===== src/rtl/sipo_frame_ctrl.sv =====
// Serial-in/parallel-out framer: start bit, WIDTH data bits (MSB first), stop bit.
// A good word lands in a one-deep valid/ready output buffer. A bad stop bit or a full buffer raises a one-cycle pulse.
module sipo_frame_ctrl #(
  parameter int WIDTH = 4
) (
  input  logic             clk,
  input  logic             reset,
  input  logic             bit_en,
  input  logic             sdata,
  output logic [WIDTH-1:0] out_data,
  output logic             out_valid,
  input  logic             out_ready,
  output logic             busy,
  output logic             frame_err,
  output logic             overrun,
  output logic [1:0]       dbg_state_o
);

  localparam int CW = (WIDTH > 2) ? $clog2(WIDTH) : 1;
  localparam logic [CW-1:0] LAST_BIT = CW'(WIDTH - 1);

  typedef enum logic [1:0] {
    S_IDLE = 2'd0,
    S_DATA = 2'd1,
    S_STOP = 2'd2
  } state_e;

  state_e           state_q, state_d;
  logic [CW-1:0]    cnt_q, cnt_d;
  logic [WIDTH-1:0] shift_q, shift_d;
  logic [WIDTH-1:0] out_data_q, out_data_d;
  logic             out_valid_q, out_valid_d;
  logic             frame_err_q, frame_err_d;
  logic             overrun_q, overrun_d;

  // Output handshake: a word transfers on any edge with out_valid=1 and out_ready=1.
  // A delivery on that same edge refills the buffer, so back-to-back words are not lost.
  always_ff @(posedge clk or posedge reset) begin
    if (reset) begin
      state_q     <= S_IDLE;
      cnt_q       <= '0;
      shift_q     <= '0;
      out_data_q  <= '0;
      out_valid_q <= 1'b0;
      frame_err_q <= 1'b0;
      overrun_q   <= 1'b0;
    end else begin
      state_q     <= state_d;
      cnt_q       <= cnt_d;
      shift_q     <= shift_d;
      out_data_q  <= out_data_d;
      out_valid_q <= out_valid_d;
      frame_err_q <= frame_err_d;
      overrun_q   <= overrun_d;
    end
  end

  always_comb begin
    state_d     = state_q;
    cnt_d       = cnt_q;
    shift_d     = shift_q;
    out_data_d  = out_data_q;
    out_valid_d = out_valid_q;
    frame_err_d = 1'b0;
    overrun_d   = 1'b0;

    if (out_valid_q && out_ready) begin
      out_valid_d = 1'b0;
    end

    case (state_q)
      S_IDLE: begin
        if (bit_en && !sdata) begin
          state_d = S_DATA;
          cnt_d   = '0;
        end
      end
      S_DATA: begin
        if (bit_en) begin
          shift_d = {shift_q[WIDTH-2:0], sdata};
          // Counter parks on the last index instead of wrapping; IDLE re-zeroes it.
          if (cnt_q == LAST_BIT) begin
            state_d = S_STOP;
          end else begin
            cnt_d = cnt_q + 1'b1;
          end
        end
      end
      S_STOP: begin
        if (bit_en) begin
          state_d = S_IDLE;
          if (!sdata) begin
            frame_err_d = 1'b1;
          end else if (!out_valid_q || out_ready) begin
            out_data_d  = shift_q;
            out_valid_d = 1'b1;
          end else begin
            overrun_d = 1'b1;
          end
        end
      end
      default: begin
        state_d = S_IDLE;
      end
    endcase
  end

  assign out_data    = out_data_q;
  assign out_valid   = out_valid_q;
  assign frame_err   = frame_err_q;
  assign overrun     = overrun_q;
  assign busy        = (state_q != S_IDLE);
  assign dbg_state_o = state_q;

endmodule


===== config.mk =====
export PLATFORM = sky130hd
export DESIGN_NAME = sipo_frame_ctrl
export DESIGN_NICKNAME = d
export VERILOG_FILES = /design/src/rtl/sipo_frame_ctrl.sv
export SDC_FILE = /design/constraint.sdc
export NUM_CORES = 1
export LEC_CHECK = 0
export CORE_MARGIN = 3
export CORE_UTILIZATION = 46
export CTS_CLUSTER_DIAMETER = 40
export DETAILED_ROUTE_END_ITERATION = 12
export GPL_TIMING_DRIVEN = 0
export HOLD_SLACK_MARGIN = 0.08
export PLACE_DENSITY = 0.75
export SYNTH_ARGS = -nofsm -noshare
export SYNTH_HDL_FRONTEND = slang
export SYNTH_SLANG_ARGS = --single-unit

===== constraint.sdc =====
create_clock -name clk -period 1.61 [get_ports clk]
set_input_delay 0.2415 -clock clk [delete_from_list [all_inputs] [get_ports clk]]
set_output_delay 0.2415 -clock clk [all_outputs]
set_load 0.02 [all_outputs]

==> results of run 1 <==
==> layout by cell type (no fill, tap or decap), drive strengths merged, types with 2 or more instances in the layout <==
master	count
clkdlybuf4s50	11
dfrtp	15
clkbuf	4
nand2	3
inv	4
mux2	8
buf	2
o2bb2ai	2
dlygate4sd2	2
a21oi	2
==> sequential cells by signal, summed over array words and instances (netlist names) <==
| name | cells |
|---|---|
| frame_err | 1 |
| out_data | 4 |
| overrun | 1 |
| out_valid | 1 |
| dbg_state_o | 2 |
| cnt_q | 2 |
| shift_q | 4 |
==> critical path: stages (launching register included) <==
cell and delay [ns]:
dfrtp_2 0.46, or2_2 0.28, clkdlybuf4s15_1 0.28
==> final timing paths <==
path	from	endpoint	slack (ns)	depth (start not counted)
max	dbg_state_o[0]	busy	0.07	2
min	reset	out_data[3]	0.30	2
max reg2reg	dbg_state_o[0]	out_data[1]	0.18	3
min reg2reg	out_data[1]	out_data[1]	0.51	1
max in group asynchronous	reset	dbg_state_o[0]	0.93	2
min in group clk	out_data[1]	out_data[1]	0.51	1
==> report_power, final <==
part           switching [mW]  internal [mW]  total [mW]
clock network           0.113         0.0962       0.209
logic                   0.229          0.274       0.504
registers              0.0925          0.510       0.603
total                   0.434          0.881        1.32
==> per-stage QoR <==
step	util	instances	hold WS, ns	instance area (um2)
2_1_floorplan	-	48	0.143	627
3_3_place_gp	0.661	76	0.489	785
3_5_place_dp	0.661	76	0.492	785
4_1_cts	0.680	80	0.314	807
5_1_grt	0.695	82	0.329	825
6_report	0.695	82	0.297	825
==> timing repair <==
| action | CTS | global route |
|---|---|---|
| setup endpoints to repair | 3 | 1 |
| setup buffers | 0 | 2 |
| cloned | 0 | 0 |
| gates resized for setup | 3 | 2 |
| hold buffers | 0 | 0 |
| hold endpoints to repair | 0 | 0 |
==> synthesized netlist by cell type, drive strengths merged <==
library cell,instances
dfrtp,15
mux2,8
inv,4
nand2,3
a21oi,2
o2bb2ai,2
a311oi,1
a31oi,1
and2,1
and2b,1
ha,1
nand2b,1
nand4b,1
nor2,1
nor2b,1
nor3b,1
nor4b,1
o21ai,1
o22ai,1
or2,1
==> logic make-up after synthesis <==
group / Yosys count / synth area share
AO/OA/AOI/OAI: 8 / 0.0858
multiplexers: 8 / 0.144
AND/OR/NAND/NOR: 12 / 0.128
flip-flops: 15 / 0.599
buffers and inverters: 4 / 0.0239
adder cells (fa/ha/maj): 1 / 0.0200
==> layer usage <==
layer / vias up / routed length [um] / global-route usage
met3: 5 / 64 / 0.0763
met1: 219 / 465 / 0.173
met4: 0 / 17 / 0.0373
met5: - / 0 / 0
met2: 9 / 519 / 0.186
li1: 216 / - / -
==> layout make-up <==
type	instances	area, um2	share of cell area
Timing Repair Buffer	16	153	0.185
Multi-Input combinational cell	29	236	0.287
Tap cell	14	17.5	0.0212
Sequential cell	15	377	0.457
Inverter	4	15.0	0.0182
Clock buffer	4	26.3	0.0319
==> impl_metrics.tcl, run 1 <==
set metrics [dict create \
    gp_congestion 0.764 \
    fill_cells 97 \
    initial_core_util 0.528 \
    p_leak_nw 0.386 \
    status "finished clean" \
    drtPass1Iterations 2 \
    overflow 0 \
    hold_violations 0 \
    drt-wirelength-per-cell_um 13.0 \
    grt_pass1_wl_mm 1.76 \
    num_antenna_cells 0 \
    synth_area_leaders "dfrtp_1, mux2_2, o2bb2ai_1" \
    yosys.area.top_type "dfrtp_1" \
    finalNetCount 75 \
    ys_ff_latch 15 \
    worst_slack_ns 0.0666 \
    grt_pass1_vias 411 \
    finalSetupViolCount 0 \
    worstSkewPairLatency_ns 0.28 \
    die_area_mm2 0.00184 \
    drv_cap 0 \
    required_ns 1.37 \
    syn_nets 54 \
    peakVddDrop_uv 880 \
    dr_total_vias 449 \
    viasPerCell 5.48 \
    synth_cell_types 20 \
    synth-seq-area-share 0.599 \
    cts_made_buffers 3 \
    grt_max_degree 16 \
    place_hpwl_um 798 \
    yosysWarnings 0 \
    fin_crit_ns 1.54 \
    drt-initial-drc-count 9 \
    hold_path.class "in2async" \
    cts_max_level 1 \
    layout-drive-gt1-share 0.235 \
    place_ws_ns -0.133 \
    final_antenna_net_count 0 \
    cp-end-kind "primary output" \
    crit_fanout 8 \
    netlist.area_leader.share 0.599 \
    fp.dieW_um 42.9 \
    cts_tree "yes" \
    max_freq_mhz 648 \
    worstMarginPinSlew_ns 0.534 \
    fin_worst_skew_ns 0.00878 \
    clock-sinks 15 \
    critPathLaunchType "flop" \
    die_h_um 42.9 \
    grt_antenna_before_repair 0 \
    io_buffers 14 \
    coreArea_mm2 0.00119 \
    setup_tns_ns 0 \
    ios 15 \
    rows 12 \
    grt_usage 0.133 \
    syn_avg_cell_area_um2 13.1 \
    syn2layout_area_growth_pct 31.5 \
    critPathKind "reg2out" \
    powerDensity_mw_per_mm2 1590 \
    p_total_mw 1.32 \
    syn_area_um2 627 \
    drcViolationCount 0 \
    synthesis.instances 48 \
    slew_violations 0 \
    clock-root-buffer "clkbuf_4" \
    post-route-period-util 0.959 \
    wl_mm 1.07 \
    slew_headroom 0.644 \
    clk_pin_slew_ns 0.09 \
    clockBufferDepth 2 \
    critPathArrivalTime_ns 1.30 \
]
(Power assumes the default switching activity.)
==> run 2: changes to the inputs <==
--- a/config.mk
+++ b/config.mk
@@ -5,13 +5,13 @@
 export SDC_FILE = /design/constraint.sdc
 export NUM_CORES = 1
 export LEC_CHECK = 0
+export CORE_ASPECT_RATIO = 1.75
 export CORE_MARGIN = 3
-export CORE_UTILIZATION = 46
+export CORE_UTILIZATION = 23
 export CTS_CLUSTER_DIAMETER = 40
 export DETAILED_ROUTE_END_ITERATION = 12
 export GPL_TIMING_DRIVEN = 0
 export HOLD_SLACK_MARGIN = 0.08
-export PLACE_DENSITY = 0.75
 export SYNTH_ARGS = -nofsm -noshare
 export SYNTH_HDL_FRONTEND = slang
 export SYNTH_SLANG_ARGS = --single-unit
==> run 2 against run 1 <==
Clock-buffer cell count is the same. Sequential power grew 0.7%. Clock skew shrank 0.0081 ns. Power up 6.5%. Hold slack better by 0.041 ns. Critical path type unchanged.
==> impl_metrics.tcl, run 2 (same netlist as run 1, synthesis figures left out) <==
set metrics [dict create \
    status "finished clean" \
    clockBufferDepth 2 \
    cts_made_buffers 3 \
    fp.dieW_um 45.5 \
    critPathArrivalTime_ns 1.31 \
    post_cts_buffers 0 \
    coreArea_mm2 0.00255 \
    fin_worst_skew_ns 0.000654 \
    max_freq_mhz 643 \
    initial_core_util 0.246 \
    grt_usage 0.0852 \
    rsz0062_at_grt "no" \
    r2r_start "dbg_state_o[0]" \
    clock-sinks 15 \
    hold_ws_ns 0.338 \
    fin_crit_ns 1.55 \
    post-route-period-util 0.965 \
    grt_antenna_before_repair 0 \
    layout_commonest_cell "dfrtp_1" \
    ios 15 \
    drv_cap 0 \
    io_buffers 14 \
    slew_violations 0 \
    die_h_um 75.1 \
    fill_cells 250 \
    rows 24 \
    worstMarginPinSlew_ns 0.558 \
    hold_buffers 0 \
    setup_tns_ns 0 \
    dr_total_vias 417 \
    cts_max_level 1 \
    num_antenna_cells 0 \
    clock-root-buffer "clkbuf_8" \
    finalSetupViolCount 0 \
    drt-initial-drc-count 15 \
    critPathLaunchType "flop" \
    place_area_um2 800 \
    layout-drive-gt1-share 0.197 \
    overflow 0 \
    syn2layout_area_growth_pct 35.3 \
    powerDensity_mw_per_mm2 1650 \
    die_area_mm2 0.00341 \
    gp_congestion 0.702 \
    slew_headroom 0.627 \
    worstSkewPairLatency_ns 0.25 \
    critPathKind "reg2out" \
    drt-wirelength-per-cell_um 12.3 \
    final_antenna_net_count 0 \
    drcViolationCount 0 \
    required_ns 1.37 \
    grt_pass1_wl_mm 1.99 \
    wl_mm 1.14 \
    cp-end-kind "primary output" \
    grt_max_degree 16 \
    drtPass1Iterations 3 \
    peakVddDrop_uv 545 \
    grt_pass1_vias 475 \
    worst_slack_ns 0.0556 \
    crit_fanout 8 \
    cts_tree "yes" \
    p_leak_nw 0.402 \
    place_hpwl_um 857 \
    final_cell_area_um2 848 \
    hold_violations 0 \
    viasPerCell 4.53 \
    clk_pin_slew_ns 0.06 \
    reg2reg_slack_ns 0.16 \
    startpoint "dbg_state_o[0]" \
    finalNetCount 73 \
    most-common-layout-cells "dfrtp_1, clkdlybuf4s50_1, mux2_2" \
    place_ws_ns -0.138 \
    hold_path.class "in2async" \
]
-- run 2: cell types whose count changed in the layout (fill, tap and decap cells not counted), sizes merged --
cell	previous run	this run
clkdlybuf4s15	1	0
dlygate4sd2	2	1
dlymetal6s2s	0	2
buf	2	0
-- run 2: power breakdown --
| group | internal (mW) | leakage (nW) | switching [mW] |
|---|---|---|---|
| logic | 0.261 | 0.186 | 0.226 |
| registers | 0.509 | 0.193 | 0.0974 |
| clock network | 0.175 | 0.0228 | 0.131 |
-- run 2: worst max-delay path, stage by stage (launching register included) --
cell and delay (ns):
dfrtp_1 0.45, or2_2 0.29, dlygate4sd2_1 0.32
-- run 2: path summary, 6_finish.rpt --
check,to,cells past startpoint
max,busy,2
min,out_data[1],2
max reg2reg,out_data[2],3
min reg2reg,out_data[1],1
max in group asynchronous,out_valid,2
min in group clk,out_data[1],1
-- run 2: area by class of cell --
class	count	area (um2)	share of cell area
Sequential cell	15	375	0.442
Multi-Input combinational cell	29	236	0.279
Timing Repair Buffer	14	144	0.170
Clock buffer	4	45.0	0.0531
Tap cell	26	32.5	0.0383
Inverter	4	15.0	0.0177
-- run 2: through the flow --
stage	utilization	total power [mW]	std cells
2_1_floorplan	-	0.907	48
3_3_place_gp	0.313	1.09	88
3_5_place_dp	0.313	1.12	88
4_1_cts	0.330	1.42	92
5_1_grt	0.332	1.50	92
6_report	0.332	1.40	92
-- run 2: timing repair --
item	CTS	global route
gates resized for setup	1	2
cloned	0	0
setup endpoints to repair	1	2
-- run 2: metal layers --
layer,vias to the layer above,share of wire,GRT usage
met3,4,0.056,0.0215
met2,13,0.51,0.137
met4,0,0.032,0.0782
met1,193,0.40,0.0861
li1,207,-,-
met5,-,0,0
